--- src/rtl/matrix_op_add_unit.sv ---
// Element-wise adder C = A + B over two BRAM matrix slots, streamed to the writer into slot 0.
// Optional signed saturating add when MATRIX_OP_ADD_SAT_EN is defined (default: wrap modulo 2^32).
`ifndef MATRIX_DATA_WIDTH
`define MATRIX_DATA_WIDTH 32
`endif
`ifndef MATRIX_ADDR_WIDTH
`define MATRIX_ADDR_WIDTH 9
`endif
`ifndef MATRIX_BLOCK_SIZE
`define MATRIX_BLOCK_SIZE 64
`endif
`ifndef MATRIX_METADATA_WORDS
`define MATRIX_METADATA_WORDS 3
`endif

package matrix_op_defs_pkg;
  localparam int DATA_WIDTH = `MATRIX_DATA_WIDTH;
  localparam int ADDR_WIDTH = `MATRIX_ADDR_WIDTH;
  localparam int BLOCK_SIZE = `MATRIX_BLOCK_SIZE;
  localparam int META       = `MATRIX_METADATA_WORDS;

  typedef enum logic [1:0] {
    MATRIX_OP_STATUS_IDLE    = 2'd0,
    MATRIX_OP_STATUS_SUCCESS = 2'd1,
    MATRIX_OP_STATUS_ERR_ID  = 2'd2,
    MATRIX_OP_STATUS_ERR_DIM = 2'd3
  } matrix_op_status_e;
endpackage

module matrix_op_add_unit
  import matrix_op_defs_pkg::*;
(
  input  logic                  clk,
  input  logic                  rst_n,
  input  logic                  start,
  input  logic [2:0]            matrix_a_id,
  input  logic [2:0]            matrix_b_id,
  output logic                  busy,
  output matrix_op_status_e     status,
  output logic [ADDR_WIDTH-1:0] read_addr,
  input  logic [DATA_WIDTH-1:0] data_out,
  output logic                  write_request,
  input  logic                  write_ready,
  output logic [2:0]            matrix_id,
  output logic [7:0]            actual_rows,
  output logic [7:0]            actual_cols,
  output logic [7:0]            matrix_name [0:7],
  output logic [DATA_WIDTH-1:0] data_in,
  output logic                  data_valid,
  input  logic                  writer_ready,
  input  logic                  write_done
);

  typedef enum logic [3:0] {
    S_IDLE, S_RD_META_A, S_RD_META_B, S_CHECK, S_REQ,
    S_RD_A, S_RD_B, S_SEND, S_WAIT_DONE, S_FINISH
  } state_e;

  state_e                state_q, state_d;
  logic [2:0]            a_id_q, a_id_d, b_id_q, b_id_d;
  logic [7:0]            rows_a_q, rows_a_d, cols_a_q, cols_a_d;
  logic [7:0]            rows_b_q, rows_b_d, cols_b_q, cols_b_d;
  logic [7:0]            rows_o_q, rows_o_d, cols_o_q, cols_o_d;
  logic [15:0]           idx_q, idx_d;
  logic [DATA_WIDTH-1:0] a_q, a_d, dat_q, dat_d;
  logic [ADDR_WIDTH-1:0] addr_q, addr_d;
  logic                  vld_q, vld_d, busy_q, busy_d, lat_q, lat_d, name_q, name_d;
  matrix_op_status_e     status_q, status_d;
  logic [15:0]           total;

  localparam logic [7:0] NAME_ADD [0:7] = '{8'h41, 8'h44, 8'h44, 8'h00, 8'h00, 8'h00, 8'h00, 8'h00};

  function automatic logic [ADDR_WIDTH-1:0] slot_addr(input logic [2:0] id, input logic [15:0] off);
    logic [31:0] s;
    s = 32'(id) * BLOCK_SIZE + 32'(off);
    return s[ADDR_WIDTH-1:0];
  endfunction

  function automatic logic [DATA_WIDTH-1:0] add_op(input logic [DATA_WIDTH-1:0] x,
                                                   input logic [DATA_WIDTH-1:0] y);
`ifdef MATRIX_OP_ADD_SAT_EN
    logic [DATA_WIDTH:0] s;
    s = {x[DATA_WIDTH-1], x} + {y[DATA_WIDTH-1], y};
    // Sign-extended sum disagreeing in its top two bits means signed overflow.
    if (s[DATA_WIDTH] != s[DATA_WIDTH-1])
      return s[DATA_WIDTH] ? {1'b1, {(DATA_WIDTH-1){1'b0}}} : {1'b0, {(DATA_WIDTH-1){1'b1}}};
    return s[DATA_WIDTH-1:0];
`else
    return x + y;
`endif
  endfunction

  assign total = 16'(rows_a_q) * 16'(cols_a_q);

  always_comb begin
    state_d  = state_q;
    a_id_d   = a_id_q;   b_id_d   = b_id_q;
    rows_a_d = rows_a_q; cols_a_d = cols_a_q;
    rows_b_d = rows_b_q; cols_b_d = cols_b_q;
    rows_o_d = rows_o_q; cols_o_d = cols_o_q;
    idx_d    = idx_q;    a_d      = a_q;
    dat_d    = dat_q;    addr_d   = addr_q;
    vld_d    = vld_q;    busy_d   = busy_q;
    lat_d    = 1'b0;     name_d   = name_q;
    status_d = status_q;
    // Every read state spends one cycle waiting on BRAM latency (lat_q low), then consumes data_out.
    case (state_q)
      S_IDLE: if (start) begin
        a_id_d  = matrix_a_id;
        b_id_d  = matrix_b_id;
        busy_d  = 1'b1;
        addr_d  = slot_addr(matrix_a_id, 16'd0);
        state_d = S_RD_META_A;
      end
      S_RD_META_A: if (!lat_q) lat_d = 1'b1;
      else begin
        rows_a_d = data_out[31:24];
        cols_a_d = data_out[23:16];
        addr_d   = slot_addr(b_id_q, 16'd0);
        state_d  = S_RD_META_B;
      end
      S_RD_META_B: if (!lat_q) lat_d = 1'b1;
      else begin
        rows_b_d = data_out[31:24];
        cols_b_d = data_out[23:16];
        state_d  = S_CHECK;
      end
      S_CHECK: begin
        if (a_id_q == 3'd0 || b_id_q == 3'd0) begin
          status_d = MATRIX_OP_STATUS_ERR_ID;
          state_d  = S_FINISH;
        end else if (rows_a_q != rows_b_q || cols_a_q != cols_b_q ||
                     rows_a_q == 8'd0 || cols_a_q == 8'd0) begin
          status_d = MATRIX_OP_STATUS_ERR_DIM;
          state_d  = S_FINISH;
        end else begin
          rows_o_d = rows_a_q;
          cols_o_d = cols_a_q;
          name_d   = 1'b1;
          idx_d    = 16'd0;
          state_d  = S_REQ;
        end
      end
      S_REQ: if (write_ready) begin
        addr_d  = slot_addr(a_id_q, 16'(META));
        state_d = S_RD_A;
      end
      S_RD_A: if (!lat_q) lat_d = 1'b1;
      else begin
        a_d     = data_out;
        addr_d  = slot_addr(b_id_q, idx_q + 16'(META));
        state_d = S_RD_B;
      end
      S_RD_B: if (!lat_q) lat_d = 1'b1;
      else begin
        dat_d   = add_op(a_q, data_out);
        vld_d   = 1'b1;
        state_d = S_SEND;
      end
      S_SEND: if (writer_ready) begin
        vld_d = 1'b0;
        idx_d = idx_q + 16'd1;
        if (idx_q + 16'd1 == total) state_d = S_WAIT_DONE;
        else begin
          addr_d  = slot_addr(a_id_q, idx_q + 16'd1 + 16'(META));
          state_d = S_RD_A;
        end
      end
      S_WAIT_DONE: if (write_done) begin
        status_d = MATRIX_OP_STATUS_SUCCESS;
        state_d  = S_FINISH;
      end
      S_FINISH: begin
        busy_d  = 1'b0;
        state_d = S_IDLE;
      end
      default: state_d = S_IDLE;
    endcase
  end

  always_ff @(posedge clk or negedge rst_n) begin
    if (!rst_n) begin
      state_q  <= S_IDLE;
      a_id_q   <= '0; b_id_q   <= '0;
      rows_a_q <= '0; cols_a_q <= '0;
      rows_b_q <= '0; cols_b_q <= '0;
      rows_o_q <= '0; cols_o_q <= '0;
      idx_q    <= '0; a_q      <= '0;
      dat_q    <= '0; addr_q   <= '0;
      vld_q    <= 1'b0; busy_q <= 1'b0;
      lat_q    <= 1'b0; name_q <= 1'b0;
      status_q <= MATRIX_OP_STATUS_IDLE;
    end else begin
      state_q  <= state_d;
      a_id_q   <= a_id_d;   b_id_q   <= b_id_d;
      rows_a_q <= rows_a_d; cols_a_q <= cols_a_d;
      rows_b_q <= rows_b_d; cols_b_q <= cols_b_d;
      rows_o_q <= rows_o_d; cols_o_q <= cols_o_d;
      idx_q    <= idx_d;    a_q      <= a_d;
      dat_q    <= dat_d;    addr_q   <= addr_d;
      vld_q    <= vld_d;    busy_q   <= busy_d;
      lat_q    <= lat_d;    name_q   <= name_d;
      status_q <= status_d;
    end
  end

  assign busy          = busy_q;
  assign status        = status_q;
  assign read_addr     = addr_q;
  assign write_request = (state_q == S_REQ);
  assign matrix_id     = 3'd0;
  assign actual_rows   = rows_o_q;
  assign actual_cols   = cols_o_q;
  assign data_in       = dat_q;
  assign data_valid    = vld_q;

  always_comb begin
    for (int k = 0; k < 8; k++) matrix_name[k] = name_q ? NAME_ADD[k] : 8'h00;
  end

endmodule

--- config.mk ---
export PLATFORM = sky130hd
export DESIGN_NAME = matrix_op_add_unit
export DESIGN_NICKNAME = d
export VERILOG_FILES = /design/src/rtl/matrix_op_add_unit.sv
export SDC_FILE = /design/constraint.sdc
export NUM_CORES = 1
export LEC_CHECK = 0
export CAP_MARGIN = 20
export CORE_MARGIN = 4
export CORE_UTILIZATION = 60
export DETAILED_ROUTE_END_ITERATION = 8
export DONT_BUFFER_PORTS = 1
export PLACE_DENSITY_LB_ADDON = 0.25
export SYNTH_ARGS = -nofsm -noshare
export SYNTH_HDL_FRONTEND = slang
export SYNTH_SLANG_ARGS = --single-unit
--- constraint.sdc ---
create_clock -name clk -period 5.55 [get_ports clk]
set_input_delay 0.555 -clock clk [delete_from_list [all_inputs] [get_ports clk]]
set_output_delay 0.555 -clock clk [all_outputs]
set_load 0.005 [all_outputs]
## Word-level counts from Yosys, hierarchy flattened

Index checks and enable logic that the tools add are counted.

- Bits of input ports: 44
- Register bits after elaboration: 153
- Word-level logic and storage cells: 115
- Output and inout port bits: 129
- Memories: 0
- ROM bits: 0
- Bits in latches: 0
- RAM bits: 0

- Shift-type cells: 0
- Equal/unequal tests: 24
- $lt $le $gt $ge: 0
- Mux-type cells: 36
- Reduce and logical (&&, ||, !) cells: 27
- Add/sub/neg operators: 7
- Div/mod/pow operators: 0
- Multiply operators: 1
- Bitwise logic cells: 2

Operator list:

| cell | count |
|---|---|
| 2-to-1 mux 9 bit | 6 |
| 2-to-1 mux 16 bit | 3 |
| case mux 9 bit (5 select lines) | 1 |
| 2-to-1 mux 4 bit | 11 |
| case mux 4 bit (9 select lines) | 1 |
| adder 32 bit | 1 |
| case mux 16 bit (2 select lines) | 1 |
| adder 9 x 2 -> 9 bit (second input constant) | 3 |
| != test 2 bit (second input constant) | 10 |
| adder 9 bit | 2 |
| adder 16 x 1 -> 16 bit (second input constant) | 1 |
| equality test 16 bit | 1 |
| equality test 4 x 3 -> 1 bit (second input constant) | 4 |
| zero test 8 bit | 2 |
| multiplier 8 x 8 -> 16 bit | 1 |
| != test 8 bit | 2 |
| 2-to-1 mux 7 bit | 2 |
| AND reduction 2 bit | 6 |
| AND reduction 3 bit | 3 |
| equality test 4 x 2 -> 1 bit (second input constant) | 2 |
| equality test 4 bit (second input constant) | 2 |
| AND reduction 8 bit | 1 |
| nonzero test 2 bit | 4 |
| AND reduction 7 bit | 1 |
| 14 further kinds | 26 |

## Longest topological paths before layout

Gate-level depths: netlist of run 1.

- Word-level depth: 7
- Gate-level depth with buffers: 19
- Gate-level depth less buffers: 17

## Worst setup path before layout of run 1

OpenSTA, ideal clock, no wires.

- Path kind: reg2reg
- Start point: register cols_a_q[4]
- End point: register addr_q[0], in the netlist read_addr[0]
- Library setup time: 125 ps
- Setup slack: 591 ps
- Path buffers: 1
- Arrival time: 4,834 ps
- Required time: 5,425 ps
- Cell stages (with the launch flop): 18
- Period minus slack after synthesis: 4,959 ps
- Path through: dfrtp_1 > clkbuf_1 > and2_1 > fa_1 > fa_1 > ha_1 > inv_1 > fa_1 > inv_1 > ha_1 > or2_2 > a21o_1 > a211o_1 > a211oi_1 > o2111ai_1 > nor4b_2 > a31oi_4 > mux2_2

- Cells in the longest elaborated chain, start to end: 4

Ends and longest elaborated chain:

| item | RTL line | source |
|---|---|---|
| start, declared | 61 | `logic [7:0] rows_a_q, rows_a_d, cols_a_q, cols_a_d;` |
| start signal, assigned | 196 | `rows_a_q <= rows_a_d; cols_a_q <= cols_a_d;` |
| multiplier 8 x 8 -> 16 bit | 93 | `assign total = 16'(rows_a_q) * 16'(cols_a_q);` |
| equality test 16 bit | 163 | `if (idx_q + 16'd1 == total) state_d = S_WAIT_DONE;` |
| != test 2 bit (no line) | - |  |
| AND reduction 7 bit (no line) | - |  |
| end signal, assigned | 200 | `dat_q <= dat_d; addr_q <= addr_d;` |
| end, declared | 66 | `logic [ADDR_WIDTH-1:0] addr_q, addr_d;` |

Every way passes these cells.
A chain may end at the register's enable or synchronous reset.

## Worst setup path in the final report of run 1

- Start point: register cols_a_q[4]
- End point: register addr_q[7], in the netlist read_addr[7]

The elaborated chain is that of the path after synthesis.

==> flow_metrics.tcl, run 1 <==
set metrics [dict create \
    grt_overflow 0 \
    core-area_um2 18900 \
    hold_viol 0 \
    cts_max_level 4 \
    required_ps 5860 \
    finalSetupViolations 0 \
    ys.warnings.count 0 \
    die_w_um 147 \
    final_common_cell "dfrtp_1" \
    insertion_delay_ps 430 \
    path_clk_slew_ps 70 \
    synth_cell_types 72 \
    fmax_mhz 191 \
    cts_root_buffer "clkbuf_16" \
    fin_crit_ps 5240 \
    num_io_pins 173 \
    avgSynthCellArea_um2 9.53 \
    synth-adder-area-share 0.142 \
    synth_top_family_by_area "simple AND/OR/NAND/NOR gates" \
    wire_per_inst_um 17.7 \
    ys_seq_area_frac 0.329 \
    outcome "complete, no violations" \
    die_y_um 147 \
    die_area_um2 21700 \
    fin_cells 1459 \
    dr_wl_met2_um 12300 \
    row_count 50 \
    mostFrequentLayoutCells "dfrtp_1, nand2_1, mux2_2" \
    async_flop_share 1.00 \
    drt_iter0_markers 702 \
    met3RoutedLength_um 1790 \
    grt_max_degree 154 \
    grt_usage 0.242 \
    setup_tns_ps 0 \
    wl_met1_um 11300 \
    ys_ff_latch 153 \
    drive_gt1_frac 0.133 \
    critPathMaxFanout 12 \
    via_per_inst 5.79 \
    num_vias 8444 \
    syn_area_um2 11600 \
    routed_wl_um 25900 \
    max_slew_margin 0.371 \
    criticalPathCategory "reg -> reg" \
    muxShareOfSynthArea 0.0927 \
    cap_viol_max_count 0 \
    netlist_instances 1219 \
    finalMaxSlewViolations 0 \
    synth_xor_area_frac 0.0669 \
    clk_path_buf_depth 2 \
    top_layer "met4" \
    synth-compound-area-share 0.137 \
    antennaDiodeCount 0 \
    syn_to_final_growth_pct 4.49 \
    dp_hpwl_um 19300 \
    startpoint_type "flop" \
    initial_utilization 0.615 \
    hp-class "in -> async" \
    crit_path_end_kind "flop" \
    numPlacedInstances 1426 \
    yosys.area_share.simple 0.144 \
    cts_num_sinks 153 \
    first_pass_iters 5 \
    cts_buffers 17 \
    cp.arrival_ps 5560 \
    grt_pass1_vias 8374 \
    rsz0062_at_grt "false" \
    gp_congestion 0.902 \
    grt_pass1_wl_um 43000 \
    finClkSkew_ps 8.10 \
    finalCritPeriodShare 0.945 \
    synth_edf_count 0 \
    tightest_slew_ps 940 \
    cts_tree "done" \
    portBuffers 0 \
    nets 1340 \
    synthFlopType "dfrtp_1" \
    antenna_found_initial 0 \
    drcViolationCount 0 \
    ant_nets 0 \
]
[metal layers]
metal / GRT usage / vias up
li1: - / 4058
met1: 0.321 / 4112
met2: 0.391 / 233
met3: 0.0706 / 41
met4: 0.0671 / 0
met5: 0 / -
[synthesized netlist by cell type (4+ instances only)]
master	n	share of area
nor4_1	10	0.0054
buf_2	4	0.0017
and2_1	35	0.019
nor3_1	24	0.010
a21o_1	11	0.0071
xnor2_1	38	0.029
a31oi_1	5	0.0027
inv_1	80	0.026
a211oi_1	14	0.0090
nand2_1	110	0.036
nor2_1	59	0.019
clkbuf_1	46	0.015
o21a_1	13	0.0084
fa_1	37	0.064
o211ai_1	4	0.0026
a211o_1	6	0.0045
ha_1	73	0.079
nand4_1	8	0.0043
dfrtp_1	153	0.33
o21bai_1	6	0.0039
nand3_1	24	0.010
xor2_1	41	0.031
o2111ai_1	4	0.0030
nand2b_1	9	0.0048
o21ai_0	73	0.031
nor2b_1	7	0.0038
or2_2	4	0.0022
buf_4	69	0.045
and3_1	10	0.0054
nor3b_1	6	0.0039
o22ai_1	6	0.0032
mux2_2	93	0.090
or3_1	5	0.0027
and4_1	6	0.0045
a21oi_1	54	0.023
a21boi_0	4	0.0026
o31ai_1	16	0.010
[sequential cells by signal, summed over array words and instances, names as in the netlist, 2 cells and up]
signal       cells
a_id_q           3
a_q             32
actual_cols      8
actual_rows      8
b_id_q           3
cols_a_q         8
cols_b_q         8
data_in         32
idx_q           16
read_addr        9
rows_a_q         8
rows_b_q         8
state_q          4
status           2
[worst max-delay path, cell delays in order (launching register included)]
cell     delay [ps]
dfrtp_2         500
and2_1          220
fa_1            470
fa_1            510
ha_1            290
inv_1            50
fa_1            520
inv_1            40
ha_1            330
or2_2           330
a31o_2          260
a31oi_1         240
a21oi_1         120
xnor2_1         350
nor4b_2         120
a31oi_4         380
mux2_2          380
[cell type report]
type / count / area [um2]
Clock buffer: 18 / 429
Timing Repair Buffer: 10 / 95.1
Fill cell: 1556 / 6750
Multi-Input combinational cell: 924 / 7010
Sequential cell: 153 / 3840
Inverter: 80 / 300
Clock inverter: 14 / 151
Tap cell: 260 / 325
[stage by stage]
| step | instance area (um2) | util | hold slack (ps) | setup slack [ps] |
|---|---|---|---|---|
| detailed placement | 11500 | 0.610 | 264 | 217 |
| CTS | 12100 | 0.642 | 162 | 199 |
| global placement | 11500 | 0.610 | 263 | 331 |
| floorplan | 11800 | - | 259 | 591 |
| finish | 12100 | 0.643 | 114 | 306 |
| global route | 12100 | 0.643 | 185 | 1.59 |
[path summary, 6_finish.rpt]
kind | startpoint | endpoint | slack [ps] | cells past startpoint
max | cols_a_q[4]$_DFFE_PN0P_ | read_addr[7]$_DFFE_PN0P_ | 310 | 16
min | rst_n | data_in[12]$_DFFE_PN0P_ | 110 | 1
max reg2reg | cols_a_q[4]$_DFFE_PN0P_ | read_addr[7]$_DFFE_PN0P_ | 310 | 16
min reg2reg | data_in[12]$_DFFE_PN0P_ | data_in[12]$_DFFE_PN0P_ | 510 | 2
max in group asynchronous | rst_n | cols_a_q[7]$_DFFE_PN0P_ | 4810 | 1
min in group clk | data_out[30] | rows_a_q[6]$_DFFE_PN0P_ | 270 | 1
[repair_timing]
item                                   CTS  global route
hold buffers                             1             0
buffers inserted                         0             0
setup endpoints to repair                0             8
endpoints found under the hold margin  153             0
gates resized for setup                  0             7
[cell families (layout without fill, tap and decap cells)]
logic type	count (synthesis)	after routing
AND/OR/NAND/NOR	329	329
AO/OA/AOI/OAI	245	245
buffers and inverters	202	122
flip-flops	153	153
adder cells (fa/ha/maj)	110	110
multiplexers	96	96
XOR/XNOR	83	83
other	1	61
Power of run 1 is left out: the tool's default activity adds up to more than one toggle a clock period on the data nets, which glitch-free logic cannot reach.
==> run 2, diff against run 1 <==
--- a/config.mk
+++ b/config.mk
@@ -8,9 +8,12 @@
 export CAP_MARGIN = 20
 export CORE_MARGIN = 4
 export CORE_UTILIZATION = 60
+export CTS_CLUSTER_SIZE = 30
 export DETAILED_ROUTE_END_ITERATION = 8
 export DONT_BUFFER_PORTS = 1
 export PLACE_DENSITY_LB_ADDON = 0.25
+export SETUP_SLACK_MARGIN = 0.5
+export SKIP_CTS_REPAIR_TIMING = 1
 export SYNTH_ARGS = -nofsm -noshare
 export SYNTH_HDL_FRONTEND = slang
 export SYNTH_SLANG_ARGS = --single-unit
==> run 2 against run 1 <==
Compared with the run above: clock skew grew 5.0 ps; register-to-register slack gained 290 ps; core utilization grew 2.2 points; die area is the same; maximum frequency grew 5.8%; cell count grew 1.9%.
==> flow_metrics.tcl, run 2 (synthesized netlist as in run 1, its figures left out) <==
set metrics [dict create \
    die_w_um 147 \
    cpMaxStageDelayCell "fa_1" \
    required_ps 5860 \
    mostFrequentLayoutCells "dfrtp_1, nand2_1, mux2_2" \
    num_vias 8627 \
    hold_viol 0 \
    row_count 50 \
    cp.arrival_ps 5270 \
    cts_buffers 17 \
    finClkSkew_ps 13.1 \
    final_common_cell "dfrtp_1" \
    num_io_pins 173 \
    placed_area_um2 11500 \
    drcViolationCount 0 \
    crit_top_cell "fa_1" \
    die_y_um 147 \
    grt_pass1_wl_um 43000 \
    grt_usage 0.242 \
    portBuffers 0 \
    drt_iter0_markers 655 \
    rsz0062_at_grt "false" \
    syn_to_final_growth_pct 7.99 \
    fin_crit_ps 4960 \
    finalMaxSlewViolations 0 \
    fin_area_um2 12500 \
    via_per_inst 5.80 \
    antennaDiodeCount 0 \
    initial_utilization 0.615 \
    setup_tns_ps 0 \
    drive_gt1_frac 0.178 \
    cap_viol_max_count 0 \
    ant_nets 0 \
    core-area_um2 18900 \
    cts_root_buffer "clkbuf_16" \
    cts_max_level 4 \
    hp-class "in -> async" \
    fmax_mhz 202 \
    die_area_um2 21700 \
    criticalPathCategory "reg -> reg" \
    gp_congestion 0.902 \
    finalSetupViolations 0 \
    first_pass_iters 5 \
    whs_ps 82.0 \
    cts_tree "done" \
    grt_overflow 0 \
    max_slew_margin 0.378 \
    finalCritPeriodShare 0.894 \
    cpPeakStageDelay_ps 560 \
    outcome "complete, no violations" \
    insertion_delay_ps 440 \
    clk_path_buf_depth 2 \
    cts_num_sinks 153 \
    startpoint_type "flop" \
    wire_per_inst_um 17.9 \
    path_clk_slew_ps 70 \
    finish.utilization 0.664 \
    antenna_found_initial 0 \
    crit_path_end_kind "flop" \
    dp_hpwl_um 19300 \
    tightest_slew_ps 930 \
    nets 1368 \
    grt_max_degree 154 \
    grt_pass1_vias 8377 \
    critical_path.cell_chain "buf_4, nand2_1, fa_1, fa_1, fa_1, fa_1, inv_1, ha_4, o21ai_0, a21oi_1, o31ai_2, a31oi_2, o2111ai_2, nor4b_4, a31oi_4, mux2_4" \
    routed_wl_um 26700 \
    critPathMaxFanout 7 \
]
## run 2: cell count changes in the layout (fill, tap and decap cells not counted), sizes merged
| cell | previous run | this run |
|---|---|---|
| buf | 10 | 36 |
| clkbuf | 18 | 20 |
## run 2: cell type report
class | count | area [um2]
clock buffers | 18 | 429
clock inverters | 14 | 151
fillers | 1484 | 6340
inverters | 80 | 300
multi-input cells | 924 | 7200
flip-flops and latches | 153 | 3840
well taps | 260 | 325
repair buffers | 38 | 298
## run 2: path summary, 6_finish.rpt
kind / slack [ps] / start / cells after the start / end
min: 80 / rst_n / 1 / a_q[8]$_DFFE_PN0P_
max: 590 / cols_a_q[4]$_DFFE_PN0P_ / 16 / read_addr[7]$_DFFE_PN0P_
max reg2reg: 590 / cols_a_q[4]$_DFFE_PN0P_ / 16 / read_addr[7]$_DFFE_PN0P_
min reg2reg: 510 / data_in[12]$_DFFE_PN0P_ / 2 / data_in[12]$_DFFE_PN0P_
min in group clk: 260 / data_out[28] / 1 / a_q[28]$_DFFE_PN0P_
max in group asynchronous: 4840 / rst_n / 1 / idx_q[6]$_DFFE_PN0P_
## run 2: critical path: cells and delay by family, from the launching register on
kind	cells	cell delay (ps)
buffers and inverters	2	240
AO/OA/AOI/OAI	6	1040
flip-flops	1	440
AND/OR/NAND/NOR	2	380
adder cells (fa/ha/maj)	5	2400
multiplexers	1	350
## run 2: metrics by stage
step	setup slack, ps	cells
after floorplan	591	1279
after global placement	331	1426
after detailed placement	217	1426
after CTS	199	1458
after global routing	453	1487
final	591	1487
## run 2: per-layer routing
| metal | GRT usage | wire length [um] | vias to the layer above |
|---|---|---|---|
| met1 | 0.321 | 11500 | 4201 |
| met4 | 0.0671 | 588 | 0 |
| met2 | 0.391 | 12700 | 259 |
| li1 | - | - | 4120 |
| met5 | 0 | 0 | - |
| met3 | 0.0706 | 1920 | 47 |
Power of run 2 is left out for the same reason.
